**config.mk**
```make
export PLATFORM = sky130hd
export DESIGN_NAME = stream_packer
export DESIGN_NICKNAME = d
export VERILOG_FILES = /design/src/rtl/proteus_pkg.sv /design/src/rtl/stream_packer_shifter.sv /design/src/rtl/stream_packer.sv
export SDC_FILE = /design/constraint.sdc
export NUM_CORES = 1
export LEC_CHECK = 0
export ABC_AREA = 1
export BUFFER_PORTS_ARGS = -buffer_cell sky130_fd_sc_hd__buf_2
export CELL_PAD_IN_SITES_DETAIL_PLACEMENT = 1
export CELL_PAD_IN_SITES_GLOBAL_PLACEMENT = 1
export CORE_MARGIN = 5
export CORE_UTILIZATION = 40
export CTS_CLUSTER_SIZE = 28
export DETAILED_ROUTE_END_ITERATION = 12
export GPL_TIMING_DRIVEN = 1
export PLACE_DENSITY_LB_ADDON = 0.1
export SLEW_MARGIN = 20
export SYNTH_ARGS = -nofsm -noshare
export SYNTH_HDL_FRONTEND = slang
export SYNTH_SLANG_ARGS = --single-unit
```
**constraint.sdc**
```tcl
create_clock -name clk -period 2.9 [get_ports clk]
set_input_delay 0.725 -clock clk [delete_from_list [all_inputs] [get_ports clk]]
set_output_delay 0.725 -clock clk [all_outputs]
set_load 0.01 [all_outputs]
```
**src/rtl/proteus_pkg.sv**
```systemverilog
// Shared definitions for the Proteus packing datapath: default widths,
// packer FSM state type and the fill-count width helper.
package proteus_pkg;

   localparam int BIT_WIDTH_DEF = 16;
   localparam int PREC_BITS_DEF = 5;

   typedef enum logic {
      FILL  = 1'b0,
      FLUSH = 1'b1
   } packer_state_t;

   // Fill count spans 0..2*BIT_WIDTH-1, one bit wider than the precision field.
   function automatic int cnt_width(input int prec_bits);
      return prec_bits + 1;
   endfunction

   localparam int CNT_W_DEF = PREC_BITS_DEF + 1;

endpackage

```
**src/rtl/stream_packer_shifter.sv**
```systemverilog
// Logarithmic left barrel shifter used to align incoming words at the
// current fill position of the packing register.
module shifter #(
   parameter int WIDTH = 32,
   parameter int CTRL  = 6
) (
   input  logic [WIDTH-1:0] i_data,
   input  logic [CTRL-1:0]  i_shamt,
   output logic [WIDTH-1:0] o_data
);

   logic [WIDTH-1:0] w_stage [CTRL+1];

   assign w_stage[0] = i_data;

   for (genvar k = 0; k < CTRL; k++) begin : g_stage
      assign w_stage[k+1] = i_shamt[k] ? (w_stage[k] << (1 << k)) : w_stage[k];
   end

   assign o_data = w_stage[CTRL];

endmodule

```
**src/rtl/stream_packer.sv**
```systemverilog
// Variable-precision stream packer: concatenates the low p bits of each word
// into BIT_WIDTH rows with flush/last. Optional STREAM_PACKER_ROWCNT_EN adds row/pad counters.
//
// state | meaning
// FILL  | accepting words, emitting full rows
// FLUSH | draining buffered bits, final row zero-padded and marked last
module stream_packer
   import proteus_pkg::*;
#(
   parameter int BIT_WIDTH = BIT_WIDTH_DEF,
   parameter int PREC_BITS = PREC_BITS_DEF
) (
   input  logic                 clk,
   input  logic                 rst,
   input  logic [BIT_WIDTH-1:0] i_in,
   input  logic [PREC_BITS-1:0] i_prec,
   input  logic                 i_valid,
   output logic                 o_ready,
   input  logic                 i_flush,
   output logic [BIT_WIDTH-1:0] o_out,
   output logic                 o_valid,
   output logic                 o_last,
   input  logic                 i_out_ready
`ifdef STREAM_PACKER_ROWCNT_EN
   ,
   output logic [31:0]          o_row_count,
   output logic [PREC_BITS:0]   o_pad_bits
`endif
);

   localparam int RW = 2 * BIT_WIDTH;
   localparam int CW = cnt_width(PREC_BITS);
   localparam logic [CW-1:0] BW_C = CW'(BIT_WIDTH);

   packer_state_t r_state, w_state_nxt;
   logic [RW-1:0] r_pack;
   logic [CW-1:0] r_cnt;

   logic          w_full, w_pop, w_acc;
   logic [RW-1:0] w_base_r, w_in_ext, w_in_aligned, w_r_nxt;
   logic [CW-1:0] w_base_cnt, w_cnt_nxt;

   assign w_full = (r_cnt >= BW_C);
   assign w_pop  = o_valid && i_out_ready;
   assign w_acc  = i_valid && o_ready;

   // Post-pop view of the register; an accepted word lands on top of this.
   always_comb begin
      w_base_r   = r_pack;
      w_base_cnt = r_cnt;
      if (w_pop) begin
         if (w_full) begin
            w_base_r   = {{BIT_WIDTH{1'b0}}, r_pack[RW-1:BIT_WIDTH]};
            w_base_cnt = r_cnt - BW_C;
         end else begin
            w_base_r   = '0;
            w_base_cnt = '0;
         end
      end
   end

   assign w_in_ext = {{BIT_WIDTH{1'b0}}, i_in} & ~({RW{1'b1}} << i_prec);

   shifter #(
      .WIDTH (RW),
      .CTRL  (CW)
   ) u_align (
      .i_data  (w_in_ext),
      .i_shamt (w_base_cnt),
      .o_data  (w_in_aligned)
   );

   assign w_r_nxt   = w_base_r | (w_acc ? w_in_aligned : '0);
   assign w_cnt_nxt = w_base_cnt + (w_acc ? CW'(i_prec) : '0);

   always_ff @(posedge clk) begin
      if (rst) r_state <= FILL;
      else     r_state <= w_state_nxt;
   end

   // A flush that would leave nothing buffered is dropped.
   always_comb begin
      w_state_nxt = r_state;
      case (r_state)
         FILL:    if (i_flush && (w_cnt_nxt != '0)) w_state_nxt = FLUSH;
         FLUSH:   if (w_pop && (w_cnt_nxt == '0))   w_state_nxt = FILL;
         default: w_state_nxt = FILL;
      endcase
   end

   always_comb begin
      o_valid = w_full || ((r_state == FLUSH) && (r_cnt != '0));
      o_ready = (r_state == FILL) && (!w_full || i_out_ready);
      o_last  = (r_state == FLUSH) && (r_cnt <= BW_C);
   end

   assign o_out = r_pack[BIT_WIDTH-1:0];

   always_ff @(posedge clk) begin
      if (rst) begin
         r_pack <= '0;
         r_cnt  <= '0;
      end else begin
         r_pack <= w_r_nxt;
         r_cnt  <= w_cnt_nxt;
      end
   end

`ifdef STREAM_PACKER_ROWCNT_EN
   logic [31:0] r_row_count;
   logic [CW-1:0] r_pad_bits;

   always_ff @(posedge clk) begin
      if (rst) begin
         r_row_count <= '0;
         r_pad_bits  <= '0;
      end else begin
         if (w_pop) r_row_count <= r_row_count + 32'd1;
         if (w_pop && o_last) r_pad_bits <= BW_C - r_cnt;
      end
   end

   assign o_row_count = r_row_count;
   assign o_pad_bits  = r_pad_bits;
`endif

endmodule

```
==> flow_metrics.tcl <==
set metrics [dict create \
    fillers 1115 \
    place.gp.congestion 0.952 \
    diodes 0 \
    p_per_area_nw_per_um2 669 \
    clock.fmax_mhz 437 \
    worstPathRequired_ns 3.10 \
    worst_path_max_delay_cell "dfxtp_1" \
    drt_first_iter_violations 213 \
    fin_cells 645 \
    clk_latency_ns 0.30 \
    syn_avg_cell_area_sq_um 6.04 \
    drc 0 \
    core_area_sq_um 7690 \
    timing.hold.ws_ns 0.471 \
    cpMostUsedCell "nand2_1" \
    met1_usage 0.292 \
    finClkSkew_ns 0.0136 \
    cts_tree "yes" \
    slew_violations 0 \
    drtPass1Iterations 4 \
    syn_nets 551 \
    gr-usage-met3 0.0340 \
    grt_max_degree 40 \
    slew_headroom 0.538 \
    grt_overflow 0 \
    min_period_over_period 0.790 \
    post_cts_buffers 0 \
    maxCapViolations 0 \
    syn_to_final_growth_pct 9.51 \
    cts_buffer_depth 2 \
    synth_warnings 0 \
    grt_util_met2 0.358 \
    numPortBuffers 44 \
    synthCells 520 \
    vias_per_cell 5.54 \
    routed_wl_microns 10100 \
    ys_seq_elements 39 \
    ys_types 28 \
    netlist_area_sq_um 3140 \
    wl_per_cell_microns 15.7 \
    grt_pass1_wl_microns 17600 \
    grt_pass1_vias 3667 \
    async_flop_share 0 \
    place_hpwl_microns 7980 \
    critPathMaxStageDelay_ns 0.43 \
    irDropWorstVdd_mv 0.355 \
    tns_ns 0 \
    hold_buffers 0 \
    dp_cells 637 \
    drive_gt1_frac 0.147 \
    final_util 0.448 \
    die_area_sq_um 9730 \
    rows 32 \
    cts-htree-levels 2 \
    gr-usage-all-layers 0.215 \
    grt_setup_unrepaired "no" \
    leakage_nw 1.68 \
    worstPathArrival_ns 2.49 \
    io_pins 45 \
    ant_nets 0 \
    nets 573 \
    cts_resized 0 \
    crit_path_start_kind "flop" \
    via_count 3573 \
    synth_edf_count 0 \
    synth_ff_type "dfxtp_1" \
    cts-root-buf "clkbuf_8" \
    die_x_microns 98.6 \
    p_total_w 0.00230 \
    fp.dieH_microns 98.6 \
    min-delay-path-class "reg -> reg" \
    hold_viol 0 \
    setup_viol 0 \
    antenna_found_initial 0 \
    crit_type "reg -> reg" \
    cp_max_fo 19 \
    top_usage_layer "met2" \
    clk_pin_slew_ns 0.09 \
    crit_chain "nor2_1 > nand2_1 > nand4_2 > buf_4 > nand2_1 > inv_1 > ha_1 > ha_1 > inv_1 > nand2_1 > nand3_1 > nand3b_1 > nand2_1 > nand3_1 > nor2_1 > nor2_1" \
    min_period_ns 2.29 \
    worstSetupEndpointType "flop" \
    status "finished clean" \
    tightest_slew_ns 0.692 \
    start_util 0.409 \
    ys_seq_area_frac 0.248 \
    cts_made_buffers 5 \
    cts.sinks 39 \
]
critical path: cells and delay by family, from the launching register on:
family,cells,cell delay [ns]
adders and majority gates,2,0.44
DFF,1,0.43
and+or+nand+nor,11,0.99
buffers and inverters,3,0.33
cells in the mapped netlist (4+ instances only):
| master | count | share of area |
|---|---|---|
| nand2_1 | 134 | 0.16 |
| o21ai_0 | 12 | 0.019 |
| nand3_1 | 137 | 0.22 |
| clkbuf_1 | 9 | 0.011 |
| a21oi_1 | 40 | 0.064 |
| inv_2 | 5 | 0.0060 |
| nand4_1 | 9 | 0.018 |
| buf_2 | 7 | 0.011 |
| dfxtp_1 | 39 | 0.25 |
| nor2_1 | 27 | 0.032 |
| a22oi_1 | 16 | 0.038 |
| buf_4 | 24 | 0.057 |
| nand3b_1 | 4 | 0.0096 |
| ha_1 | 5 | 0.020 |
| inv_1 | 35 | 0.042 |
through the flow:
| stage | setup WS (ns) | area [sq um] |
|---|---|---|
| floorplan | 0.367 | 3140 |
| global placement | 0.397 | 3320 |
| detailed placement | 0.312 | 3320 |
| CTS | 0.584 | 3440 |
| global route | 0.328 | 3440 |
| finish | 0.609 | 3440 |
cells by family after synthesis:
group,share of synthesized area
adders and majority gates,0.0199
AOI/OAI and AO/OA,0.139
buffers and inverters,0.137
DFF,0.248
and+or+nand+nor,0.453
xor gates and xnor gates,0.00279
area by class of cell:
class | count | area (sq um) | area share
inverters | 40 | 150 | 0.0436
multi-input cells | 397 | 1940 | 0.562
flip-flops and latches | 39 | 781 | 0.227
well taps | 102 | 128 | 0.0371
clock buffers | 5 | 68.8 | 0.0200
repair buffers | 59 | 333 | 0.0967
clock inverters | 3 | 46.3 | 0.0134
placed cells by master, fill, tap and decap left out, types with 2 or more instances in the layout:
cell,Yosys,layout
dfxtp_1,39,39
nand3_1,137,137
buf_2,7,44
inv_1,35,35
ha_1,5,5
o21ai_0,12,12
a22oi_1,16,16
buf_4,24,15
nand2_1,134,134
nor2_2,2,3
nor2_4,2,2
inv_2,5,5
nand4_1,9,9
nor2_1,27,26
clkbuf_8,0,5
nand3b_1,4,4
a21oi_1,40,40
sequential cells by signal, summed over array words and instances (netlist names):
register	count
r_state	1
r_pack	32
r_cnt	6
layer usage:
metal,vias to the layer above,share of wire
met1,1701,0.46
met5,-,0
met4,0,0.017
met3,14,0.038
li1,1788,-
met2,70,0.48
power by group:
group	switching (W)	internal (W)	leakage, nW
Combinational	0.000762	0.000381	1.30
Sequential	0.0000539	0.000626	0.318
Clock	0.000221	0.000259	0.0548
Total	0.00104	0.00127	1.68
path summary, 6_finish.rpt:
kind	startpoint	end	slack, ns	cells past startpoint
worst max register to register	r_cnt[3]	r_state	0.61	16
worst min register to register	r_pack[29]	r_pack[29]	0.47	2
worst min-delay path	r_pack[29]	r_pack[29]	0.47	2
worst max-delay path	r_cnt[3]	r_state	0.61	16
Note: power is estimated with default switching activity, not from simulation.
